**src/rtl/vga_image_mux.sv**
```systemverilog
// VGA timing generator and image compositor: draws one of NUM_IMG ROM images inside a
// bordered window. The image choice is latched at frame end, so a frame never mixes images.
module vga_image_mux #(
    parameter int          H_ACTIVE   = 640,
    parameter int          H_FP       = 16,
    parameter int          H_SYNC     = 96,
    parameter int          H_BP       = 48,
    parameter int          V_ACTIVE   = 480,
    parameter int          V_FP       = 10,
    parameter int          V_SYNC     = 2,
    parameter int          V_BP       = 33,
    parameter int          IMG_W      = 300,
    parameter int          IMG_H      = 200,
    parameter int          IMG_X      = 170,
    parameter int          IMG_Y      = 140,
    parameter int          BORDER     = 8,
    parameter int          NUM_IMG    = 3,
    parameter int          SEL_W      = 2,
    parameter int          ADDR_W     = 18,
    parameter logic [11:0] BORDER_RGB = 12'h0F0,
    parameter logic [11:0] BG_RGB     = 12'hFFF
) (
    input  logic              vga_clk,
    input  logic              rst_n,
    input  logic [SEL_W-1:0]  sel,
    output logic              hsync,
    output logic              vsync,
    output logic              de,
    output logic [3:0]        red,
    output logic [3:0]        green,
    output logic [3:0]        blue,
    output logic [ADDR_W-1:0] rom_addr,
    output logic              rom_en,
    input  logic [11:0]       rom_data,
    output logic              frame_start
);

    function automatic int min_i(input int a, input int b);
        return (a < b) ? a : b;
    endfunction

    localparam int H_TOT  = H_ACTIVE + H_FP + H_SYNC + H_BP;
    localparam int V_TOT  = V_ACTIVE + V_FP + V_SYNC + V_BP;
    localparam int HW     = $clog2(H_TOT + 1);
    localparam int VW     = $clog2(V_TOT + 1);
    localparam int IMG_SZ = IMG_W * IMG_H;

    localparam logic [HW-1:0] H_LAST    = HW'(H_TOT - 1);
    localparam logic [VW-1:0] V_LAST    = VW'(V_TOT - 1);
    localparam logic [HW-1:0] H_ACT     = HW'(H_ACTIVE);
    localparam logic [VW-1:0] V_ACT     = VW'(V_ACTIVE);
    localparam logic [HW-1:0] H_SYNC_LO = HW'(H_ACTIVE + H_FP);
    localparam logic [HW-1:0] H_SYNC_HI = HW'(H_ACTIVE + H_FP + H_SYNC);
    localparam logic [VW-1:0] V_SYNC_LO = VW'(V_ACTIVE + V_FP);
    localparam logic [VW-1:0] V_SYNC_HI = VW'(V_ACTIVE + V_FP + V_SYNC);
    localparam logic [HW-1:0] H_WIN_LO  = HW'(min_i(IMG_X, H_TOT));
    localparam logic [HW-1:0] H_WIN_HI  = HW'(min_i(IMG_X + IMG_W, H_TOT));
    localparam logic [VW-1:0] V_WIN_LO  = VW'(min_i(IMG_Y, V_TOT));
    localparam logic [VW-1:0] V_WIN_HI  = VW'(min_i(IMG_Y + IMG_H, V_TOT));
    localparam logic [HW-1:0] H_BRD_LO  = HW'((IMG_X > BORDER) ? IMG_X - BORDER : 0);
    localparam logic [HW-1:0] H_BRD_HI  = HW'(min_i(IMG_X + IMG_W + BORDER, H_TOT));
    localparam logic [VW-1:0] V_BRD_LO  = VW'((IMG_Y > BORDER) ? IMG_Y - BORDER : 0);
    localparam logic [VW-1:0] V_BRD_HI  = VW'(min_i(IMG_Y + IMG_H + BORDER, V_TOT));

    logic [HW-1:0]     h_r;
    logic [VW-1:0]     v_r;
    logic [ADDR_W-1:0] offset_r;
    logic [SEL_W-1:0]  cur_sel_r;
    logic              active_s, win_s, border_s, hs_s, vs_s, valid_s, frame_end_s;
    logic [ADDR_W-1:0] base_s;
    logic [11:0]       col_s;
    logic              hs_r1, vs_r1, de_r1;
    logic [11:0]       col_r1;
    logic              img_r2;
    logic [11:0]       col_r2;
    logic [11:0]       pix_s;

    // Pixel and line counters.
    always_ff @(posedge vga_clk or negedge rst_n) begin
        if (!rst_n) begin
            h_r <= '0;
            v_r <= '0;
        end else if (h_r == H_LAST) begin
            h_r <= '0;
            if (v_r == V_LAST) begin
                v_r <= '0;
            end else begin
                v_r <= v_r + VW'(1);
            end
        end else begin
            h_r <= h_r + HW'(1);
        end
    end

    // Region decode for the current counter position.
    always_comb begin
        active_s    = (h_r < H_ACT) && (v_r < V_ACT);
        win_s       = active_s && (h_r >= H_WIN_LO) && (h_r < H_WIN_HI)
                                && (v_r >= V_WIN_LO) && (v_r < V_WIN_HI);
        border_s    = active_s && !win_s && (h_r >= H_BRD_LO) && (h_r < H_BRD_HI)
                                && (v_r >= V_BRD_LO) && (v_r < V_BRD_HI);
        hs_s        = !((h_r >= H_SYNC_LO) && (h_r < H_SYNC_HI));
        vs_s        = !((v_r >= V_SYNC_LO) && (v_r < V_SYNC_HI));
        frame_end_s = (h_r == H_LAST) && (v_r == V_LAST);
        // Widened compare so NUM_IMG == 2**SEL_W still works.
        valid_s     = ({1'b0, cur_sel_r} < (SEL_W + 1)'(NUM_IMG));
        base_s      = ADDR_W'(cur_sel_r) * ADDR_W'(IMG_SZ);
    end

    // Fixed colour for non-image pixels, resolved by priority.
    always_comb begin
        col_s = 12'h000;
        if (!active_s) begin
            col_s = 12'h000;
        end else if (win_s) begin
            col_s = BG_RGB;
        end else if (border_s) begin
            col_s = BORDER_RGB;
        end else begin
            col_s = BG_RGB;
        end
    end

    // Per-frame image select and window pixel offset; both restart at the frame boundary.
    always_ff @(posedge vga_clk or negedge rst_n) begin
        if (!rst_n) begin
            offset_r  <= '0;
            cur_sel_r <= '0;
        end else if (frame_end_s) begin
            offset_r  <= '0;
            cur_sel_r <= sel;
        end else if (win_s) begin
            offset_r  <= offset_r + ADDR_W'(1);
        end else begin
            offset_r  <= offset_r;
        end
    end

    // Stage 1: ROM request plus delayed timing and colour control.
    always_ff @(posedge vga_clk or negedge rst_n) begin
        if (!rst_n) begin
            rom_addr    <= '0;
            rom_en      <= 1'b0;
            frame_start <= 1'b0;
            hs_r1       <= 1'b1;
            vs_r1       <= 1'b1;
            de_r1       <= 1'b0;
            col_r1      <= 12'h000;
        end else begin
            rom_addr    <= base_s + offset_r;
            rom_en      <= win_s && valid_s;
            frame_start <= (h_r == HW'(0)) && (v_r == VW'(0));
            hs_r1       <= hs_s;
            vs_r1       <= vs_s;
            de_r1       <= active_s;
            col_r1      <= col_s;
        end
    end

    // Stage 2: sync and pixel-source select, aligned with ROM read data.
    always_ff @(posedge vga_clk or negedge rst_n) begin
        if (!rst_n) begin
            hsync  <= 1'b1;
            vsync  <= 1'b1;
            de     <= 1'b0;
            img_r2 <= 1'b0;
            col_r2 <= 12'h000;
        end else begin
            hsync  <= hs_r1;
            vsync  <= vs_r1;
            de     <= de_r1;
            img_r2 <= rom_en;
            col_r2 <= col_r1;
        end
    end

    // ROM data arrives in this cycle, so the final colour select is combinational.
    always_comb begin
        pix_s = 12'h000;
        if (img_r2) begin
            pix_s = rom_data;
        end else begin
            pix_s = col_r2;
        end
    end

    assign red   = pix_s[11:8];
    assign green = pix_s[7:4];
    assign blue  = pix_s[3:0];

endmodule

```
**config.mk**
```make
export PLATFORM = sky130hd
export DESIGN_NAME = vga_image_mux
export DESIGN_NICKNAME = d
export VERILOG_FILES = /design/src/rtl/vga_image_mux.sv
export SDC_FILE = /design/constraint.sdc
export NUM_CORES = 1
export LEC_CHECK = 0
export CORE_MARGIN = 4
export CORE_UTILIZATION = 50
export DETAILED_ROUTE_END_ITERATION = 10
export PLACE_DENSITY = 0.74
export REMOVE_ABC_BUFFERS = 1
export SETUP_SLACK_MARGIN = 0.4
export SYNTH_ARGS = -nofsm -noshare
export SYNTH_HDL_FRONTEND = slang
export SYNTH_SLANG_ARGS = --single-unit
```
**constraint.sdc**
```tcl
create_clock -name vga_clk -period 4.5 [get_ports vga_clk]
set_input_delay 0.9 -clock vga_clk [delete_from_list [all_inputs] [get_ports vga_clk]]
set_output_delay 0.9 -clock vga_clk [all_outputs]
set_load 0.005 [all_outputs]
```
==> impl_metrics.ini, run 1 <==
[power_and_ir_drop]
p_total_w = 0.001134
pwr_density_cell_nw_per_um2 = 247.0
swShare_pct = 20.53
p_int_w = 0.0009012
seqPwrFrac_pct = 54.7
max-vdd-ir-drop_v = 0.0001590
p_sw_w = 0.0002328
combPwrFrac_pct = 2.2
p_clk_share_pct = 43.1
leakage_nw = 2.039

[finish]
area_delta_synth_final_pct = 19.35
final_area_um2 = 4592
fin_cells = 567
layout_common_cells = dfrtp_1 (65), nand2_1 (62), clkdlybuf4s50_1 (49), nor2_1 (33)
diodes = 0
nFillCells = 633
num-nets-final = 501
final_common_cell = dfrtp_1
drive_above_1_share_pct = 5.342

[sta]
fin_crit_sh_pct = 67.24
relSlewSlack_pct = 23.31
slew_violations = 0
tns_ns = 0
rsz0062_at_grt = false
finalSetupViolations = 0
hold-worst-slack_ns = 0.3568
fmax_ghz = 0.3305
fin_skew_ns = 0.005697
hold_viol = 0
period_minus_slack_ns = 3.026
worst_slew_pin_slew_ns = 1.150

[die]
die_w_um = 95.72
start_util_pct = 52.21
ios = 51
fp.coreArea_um2 = 7370
dieHeight_um = 95.72
rows = 31
die-area_um2 = 9162

[min_path]
min_from = vs_r1
min_path_type = reg2reg

[logic_synthesis]
synth_compound_area_share_pct = 11.67
synth_top_family_by_area = simple AND/OR/NAND/NOR gates
synthCells = 419
async_flop_share_pct = 100.0
synth-seq-cells = 69
synthXorXnorAreaFrac_pct = 5.008
synth_edf_count = 0
synth-adder-area-share_pct = 7.350
muxShareOfSynthArea_pct = 2.862
ys_types = 50
synthSimpleGateAreaFrac_pct = 24.29
synth_flop_cell = dfrtp_1
yosysSeqAreaShare_pct = 45.01
yosysWarnings = 0
syn_avg_cell_area_um2 = 9.182
syn_area_um2 = 3847

[placed_design]
place_congestion = 0.8683
dpl_cell_area_um2 = 4399
dp.cells = 551
place_hpwl_um = 6097
port_buffers = 50

[clock_network]
cts_buffers = 9
cts-root-buf = clkbuf_8
tritoncts = yes
cts_htree_levels = 3
cts.sinks = 69
insertion_delay_ns = 0.34
cts_buffer_depth = 2
path_clk_slew_ns = 0.07
post_cts_resized = 0
cts_hold_buf = 0
cts_setup_buffers = 0

[critical_path]
r2r_slack_ns = 1.47
critPathMaxStageDelay_ns = 0.47
rr_worst_depth = 8
crit_path_end = rom_addr[17]
arrival_ns = 3.24
r2r-end = rom_addr[17]
crit_cells = 8
end_kind = flip-flop
cp-start-kind = flip-flop
r2r-start = cur_sel_r[0]
required_ns = 4.71
startpoint = cur_sel_r[0]
crit_slowest_cell = dfrtp_1
critPathBufInv = 1
crit_chain = inv_1 -> ha_1 -> fa_1 -> a211oi_1 -> o21ai_0 -> a2111o_1 -> nand3_1 -> or3b_2
path_class = reg2reg
cp_max_fo = 7
cp_top_family = compound AO/OA/AOI/OAI gates

[detailed_routing]
wl_per_cell_um = 14.69
route.antenna.remaining_nets = 0
vias = 3171
drc_errors = 0
viasPerCell = 5.593
wl_um = 8328
drt-pass1-iter-count = 4
drtIter0Drc = 130

[run]
maxCapViolCount = 0

[status]
status = complete, no violations

[global_routing]
first_global_vias = 2966
grt_start_max_net_pins = 46
grtUsageTotal_pct = 19.52
grt_overflow = 0
antenna_found_initial = 0
grt_pass1_wl_um = 13790
==> worst reg2reg max path, stage by stage, from the launching register on <==
cell and delay, ns:
dfrtp_1 0.47, inv_1 0.12, ha_1 0.39, fa_1 0.47, a211oi_1 0.29, o21ai_0 0.21
a2111o_1 0.45, nand3_1 0.08, or3b_2 0.43
==> area by class of cell <==
cell class                      count  area, um2  share of cell area (%)
Clock buffer                       12      145.1                   3.161
Clock inverter                      4      47.55                   1.035
Inverter                           17      63.81                   1.390
Multi-Input combinational cell    314       1969                   42.89
Sequential cell                    69       1732                   37.71
Tap cell                           99      123.9                   2.698
Timing Repair Buffer               52      510.5                   11.12
==> power groups by stage <==
stage               Combinational [W]  Clock, W  Sequential (W)
detailed placement          0.0000259         0        0.000632
floorplan                0.0000000304         0        0.000632
global route                0.0000284  0.000533        0.000620
finish                      0.0000247  0.000489        0.000620
CTS                         0.0000259  0.000506        0.000620
global placement            0.0000254         0        0.000632
==> cells in the mapped netlist (2+ instances only) <==
master | count | area (um2)
a211oi_1 | 2 | 15.01
a21boi_0 | 2 | 15.01
a21o_1 | 2 | 15.01
a21oi_1 | 13 | 65.06
a31oi_1 | 7 | 43.79
and2_0 | 2 | 12.51
and3_1 | 5 | 31.28
and4_1 | 2 | 17.52
buf_2 | 3 | 15.01
clkbuf_1 | 15 | 56.30
dfrtp_1 | 65 | 1627
dfstp_2 | 4 | 105.1
ha_1 | 21 | 262.8
inv_1 | 17 | 63.81
mux2i_1 | 11 | 110.1
nand2_1 | 62 | 232.7
nand2b_1 | 18 | 112.6
nand3_1 | 21 | 105.1
nand4_1 | 13 | 81.33
nor2_1 | 33 | 123.9
nor3_1 | 10 | 50.05
nor4_1 | 7 | 43.79
o211ai_1 | 3 | 22.52
o21ai_0 | 20 | 100.1
o22ai_1 | 2 | 12.51
o311ai_1 | 3 | 26.28
o31ai_1 | 6 | 45.04
o41ai_1 | 2 | 17.52
or2_2 | 2 | 12.51
or4_1 | 6 | 45.04
xnor2_1 | 12 | 105.1
xor2_1 | 10 | 87.58
==> state kept, by name, summed over array words and instances (netlist names) <==
register,flops
hs_r1,1
v_r,10
hsync,1
rom_en,1
vsync,1
img_r2,1
col_r1,2
col_r2,2
cur_sel_r,2
h_r,10
vs_r1,1
offset_r,18
rom_addr,18
frame_start,1
==> cells by family (layout without fill, tap and decap cells) <==
kind of cell,count (synthesis),in the layout
multiplexers,11,11
flip-flops,69,69
adder cells (fa/ha/maj),22,22
AO/OA/AOI/OAI,70,70
XOR/XNOR,22,22
AND/OR/NAND/NOR,189,189
buffers and inverters,36,85
==> how the worst min path moves through the flow <==
stage | endpoint | slack (ns) | depth (start not counted)
after CTS | vsync | 0.36 | 0
after floorplan | col_r2[10] | 0.33 | 0
after global placement | col_r2[7] | 0.33 | 0
final | vsync | 0.36 | 0
after detailed placement | col_r2[10] | 0.34 | 0
after global routing | vsync | 0.36 | 0
==> per-stage QoR <==
step | util (%) | setup WS [ns]
floorplan | - | 1.424
global placement | 59.69 | 1.615
detailed placement | 59.69 | 1.520
CTS | 62.31 | 1.505
global route | 62.31 | 1.340
finish | 62.31 | 1.474
==> metal layers <==
metal	global-route usage, %	wire, um	up-vias
li1	-	-	1571
met1	23.66	3573	1524
met2	33.47	4355	68
met3	4.848	299	8
met4	7.346	99	0
met5	0	0	-
No activity file was read; power rests on OpenSTA's default activity.
==> run 2, diff against run 1 <==
- clock period: 4.5 -> 3 ns (I/O delays scaled with it)
==> run 2 against run 1 <==
First-iteration DRC count up 68%. Cell count up 1.8%. Non-clock buffer count up 10. Clock skew up 0.0022 ns. Total power up 60%. Setup slack worse by 1.0 ns. Via count up 3.4%. Register-to-register slack worse by 1.0 ns. Fmax up 18%. Largest power group unchanged. Highest routed layer unchanged.
==> impl_metrics.ini, run 2 (same netlist as run 1, synthesis figures left out) <==
[min_path]
whs_endpoint = col_r2[10]
min_from = col_r1[10]
min_path_cells = 0
min_path_type = reg2reg

[sta]
fin_skew_ns = 0.007907
slew_violations = 0
rsz0062_at_grt = true
hold-worst-slack_ns = 0.3556
fin_crit_sh_pct = 85.59
period_minus_slack_ns = 2.568
finalSetupViolations = 0
worst_slew_pin_slew_ns = 0.8703
hold_viol = 0
relSlewSlack_pct = 41.98
fmax_ghz = 0.3895

[clock_network]
cts_buffer_depth = 2
cts.sinks = 69
tritoncts = yes
cts-root-buf = clkbuf_8
cts_htree_levels = 3
insertion_delay_ns = 0.34
path_clk_slew_ns = 0.08
cts_buffers = 9

[power_and_ir_drop]
max-vdd-ir-drop_v = 0.0002981
pwr_density_cell_nw_per_um2 = 381.5
leakage_nw = 2.104

[detailed_routing]
viasPerCell = 5.685
drc_errors = 0
vias = 3280
route.antenna.remaining_nets = 0
wl_per_cell_um = 15.28
drt-pass1-iter-count = 5
drtIter0Drc = 218
wl_um = 8817

[run]
maxCapViolCount = 0

[critical_path]
startpoint = cur_sel_r[0]
critPathMaxStageDelay_ns = 0.46
crit_chain = buf_6 -> ha_4 -> fa_2 -> a211oi_4 -> o21ai_2 -> a2111o_1 -> nand3_1 -> or3b_4
arrival_ns = 2.79
required_ns = 3.22
path_class = reg2reg
rr_worst_depth = 8
r2r_slack_ns = 0.43
cp-start-kind = flip-flop
r2r-start = cur_sel_r[0]
cp_top_family = compound AO/OA/AOI/OAI gates
critPathBufInv = 1
cp_max_fo = 6
end_kind = flip-flop
crit_slowest_cell = a2111o_1
r2r-end = rom_addr[17]

[finish]
multi_input_area_um2 = 2034
nFillCells = 615
drive_above_1_share_pct = 9.623
final_common_cell = dfrtp_1
final_core_util_pct = 64.70
num-nets-final = 511
layout_common_cells = dfrtp_1 (65), nand2_1 (61), clkdlybuf4s50_1 (49), nor2_1 (33), nand3_1 (21)
top_regs = offset_r (18), rom_addr (18)
area_delta_synth_final_pct = 23.93
fin_cells = 577
regArea_um2 = 1732
diodes = 0

[die]
fp.coreArea_um2 = 7370
die_w_um = 95.72
rows = 31
start_util_pct = 52.21
dieHeight_um = 95.72
die-area_um2 = 9162
ios = 51

[global_routing]
antenna_found_initial = 0
grt_pass1_wl_um = 14710
grt_start_max_net_pins = 70
grtUsageTotal_pct = 20.56
grt_overflow = 0
first_global_vias = 3229

[placed_design]
port_buffers = 50
place_hpwl_um = 6257
dp.cells = 557
place_congestion = 0.8227

[status]
status = complete, no violations
==> run 2: metrics by stage <==
step | instance area (um2) | total power (W) | setup TNS, ns | setup slack, ns
detailed placement | 4444 | 0.0009860 | 0 | 0.1427
finish | 4768 | 0.001819 | 0 | 0.4323
global route | 4768 | 0.001881 | 0 | 0.3593
global placement | 4444 | 0.0009857 | 0 | 0.2640
CTS | 4706 | 0.001837 | 0 | 0.4033
floorplan | 3765 | 0.0009480 | -0.1838 | -0.07558
==> run 2: power by group <==
part           internal, W  switching (W)   total, W
registers         0.000930              0   0.000930
clock network     0.000511       0.000341   0.000853
logic            0.0000170      0.0000195  0.0000365
total              0.00146       0.000361    0.00182
==> run 2: worst max path at each step <==
stage                     slack [ns]           end  cells past startpoint
after floorplan                -0.08   offset_r[4]                      6
after global placement          0.26  rom_addr[17]                      8
after detailed placement        0.14  rom_addr[17]                      8
after CTS                       0.40  rom_addr[17]                      8
after global routing            0.36  rom_addr[17]                      8
final                           0.43  rom_addr[17]                      8
==> run 2: final cells by class <==
| class | count | area share (%) |
|---|---|---|
| sequential | 69 | 36.32 |
| clock inverter | 4 | 1.469 |
| timing repair buffer | 62 | 12.36 |
| clock buffer | 12 | 3.254 |
| inverter | 17 | 1.338 |
| multi-input combinational | 314 | 42.67 |
| tap | 99 | 2.598 |
==> run 2: metal layers <==
metal  GRT usage (%)  up-vias  routed length [um]  share of wire, %
met3           4.926       14                 344               3.9
met2           36.36       74                4669                53
li1                -     1590                   -                 -
met5               0        -                   0                 0
met1           24.23     1602                3687                42
met4           7.346        0                 115               1.3
==> run 2: timing repair <==
action | in CTS | in global routing
hold buffers | 0 | 0
pin swaps | 0 | 6
setup endpoints to repair | 2 | 16
setup buffers | 0 | 4
resized for setup | 7 | 9
==> run 3, diff against run 2 <==
- clock period: 3 -> 2.49 ns (I/O delays scaled with it)
==> run 3 against run 2 <==
Global-route usage up 0.93 points. Via count grew 4.1%. Cell area is 9.8% higher. Setup slack worse by 0.36 ns. Clock skew is 0.0078 ns higher. Sequential share of layout area decreased by 3.2 points. Sequential power rose by 20%. Routed wire length grew 9.0%. Fmax is 6.3% higher. Die area unchanged. Critical path type unchanged. Critical endpoint unchanged. Largest cell class unchanged. Largest power group unchanged.
==> impl_metrics.ini, run 3 (same netlist as run 1, synthesis figures left out) <==
[global_routing]
antenna_found_initial = 0
first_global_vias = 3332
grt_start_max_net_pins = 29
grt_overflow = 0
grt_pass1_wl_um = 15460
grtUsageTotal_pct = 21.49

[critical_path]
cp-start-kind = flip-flop
critPathMaxStageDelay_ns = 0.40
cp_top_family = compound AO/OA/AOI/OAI gates
crit_path_end = rom_addr[17]
end_kind = flip-flop
r2r-start = cur_sel_r[0]
startpoint = cur_sel_r[0]
r2r-end = rom_addr[17]
arrival_ns = 2.64
crit_slowest_cell = dfrtp_1
critPathBufInv = 1
required_ns = 2.71
crit_cells = 8
r2r_slack_ns = 0.08
rr_worst_depth = 8
cp_max_fo = 4
path_class = reg2reg
crit_chain = buf_6 -> ha_4 -> fa_2 -> a211oi_2 -> o21ai_2 -> a2111o_1 -> nand3_1 -> or3b_4

[clock_network]
path_clk_slew_ns = 0.08
cts_buffer_depth = 2
cts_hold_buf = 0
cts.sinks = 69
tritoncts = yes
cts_htree_levels = 3
cts_buffers = 9
cts-root-buf = clkbuf_8
insertion_delay_ns = 0.35

[die]
ios = 51
fp.coreArea_um2 = 7370
start_util_pct = 52.21
die_w_um = 95.72
rows = 31
die-area_um2 = 9162
dieHeight_um = 95.72

[power_and_ir_drop]
leakage_nw = 2.258
pwr_density_cell_nw_per_um2 = 374.2
max-vdd-ir-drop_v = 0.0003031

[finish]
final_area_um2 = 5234
diodes = 0
nFillCells = 538
top_regs = offset_r (18), rom_addr (18)
regArea_um2 = 1735
drive_above_1_share_pct = 20.40
multi_input_area_um2 = 2310
num-nets-final = 538
area_delta_synth_final_pct = 36.03
layout_common_cells = nand2_1 (62), dfrtp_1 (62), clkdlybuf4s50_1 (40), buf_4 (34), nor2_1 (33)

[sta]
fin_skew_ns = 0.01569
tns_ns = 0
slew_violations = 0
fin_crit_sh_pct = 96.98
hold-worst-slack_ns = 0.07007
fmax_ghz = 0.4141
worst_slew_pin_slew_ns = 0.5126
period_minus_slack_ns = 2.415
hold_viol = 0
relSlewSlack_pct = 64.94
rsz0062_at_grt = true
finalSetupViolations = 0

[detailed_routing]
vias = 3416
wl_um = 9607
drtIter0Drc = 202
drt-pass1-iter-count = 5
wl_per_cell_um = 15.91
route.antenna.remaining_nets = 0
viasPerCell = 5.656
drc_errors = 0

[placed_design]
dpl_cell_area_um2 = 4594
place_hpwl_um = 6372
port_buffers = 50
place_congestion = 0.9007

[status]
status = complete, no violations

[min_path]
min_path_type = in2async

[run]
maxCapViolCount = 0
-- run 3: cell types whose count changed in the layout (fill, tap and decap cells not counted), sizes merged --
cell           change
clkbuf             +2
dlymetal6s2s       +9
buf               +27
bufinv             -2
clkdlybuf4s50      -9
-- run 3: worst min-delay path by stage --
| stage | startpoint | end | depth (start not counted) |
|---|---|---|---|
| after floorplan | rst_n | col_r1[10] | 0 |
| after global placement | col_r1[7] | col_r2[7] | 0 |
| after detailed placement | col_r1[7] | col_r2[7] | 0 |
| after CTS | rst_n | offset_r[7] | 1 |
| after global routing | rst_n | offset_r[7] | 1 |
| final | rst_n | rom_addr[5] | 1 |
-- run 3: layer usage --
layer | up-vias | part of all wire [%] | GRT usage, % | wire (um)
li1 | 1647 | - | - | -
met1 | 1663 | 42 | 27.19 | 4057
met2 | 88 | 52 | 36.71 | 4984
met3 | 18 | 4.2 | 4.769 | 402
met4 | 0 | 1.7 | 6.517 | 162
met5 | - | 0 | 0 | 0
-- run 3: layout make-up --
type,count,area share (%)
multi-input combinational,314,44.13
sequential,69,33.16
timing repair buffer,89,16.02
clock buffer,14,2.917
tap,99,2.367
inverter,17,1.219
clock inverter,2,0.1913
-- run 3: report_power, final --
group	internal (W)	switching (W)
Combinational	0.0000226	0.0000258
Sequential	0.00112	0
Clock	0.000388	0.000402
-- run 3: through the flow --
stage | power (W) | std cells | util, % | setup WS [ns]
after CTS | 0.001979 | 602 | 68.34 | 0.05108
after floorplan | 0.001142 | 400 | - | -0.5856
after global routing | 0.002039 | 604 | 71.02 | -0.01824
after global placement | 0.001190 | 577 | 62.34 | -0.1079
after detailed placement | 0.001192 | 577 | 62.34 | -0.1525
final | 0.001959 | 604 | 71.02 | 0.07514
-- run 3: what timing repair did --
item / 4_1_cts / 5_1_grt
endpoints found under the setup margin: 44 / 32
endpoints found under the hold margin: 0 / 0
buffers inserted: 9 / 2
cloned: 0 / 0
gates resized for setup: 42 / 39
pin swaps: 17 / 16
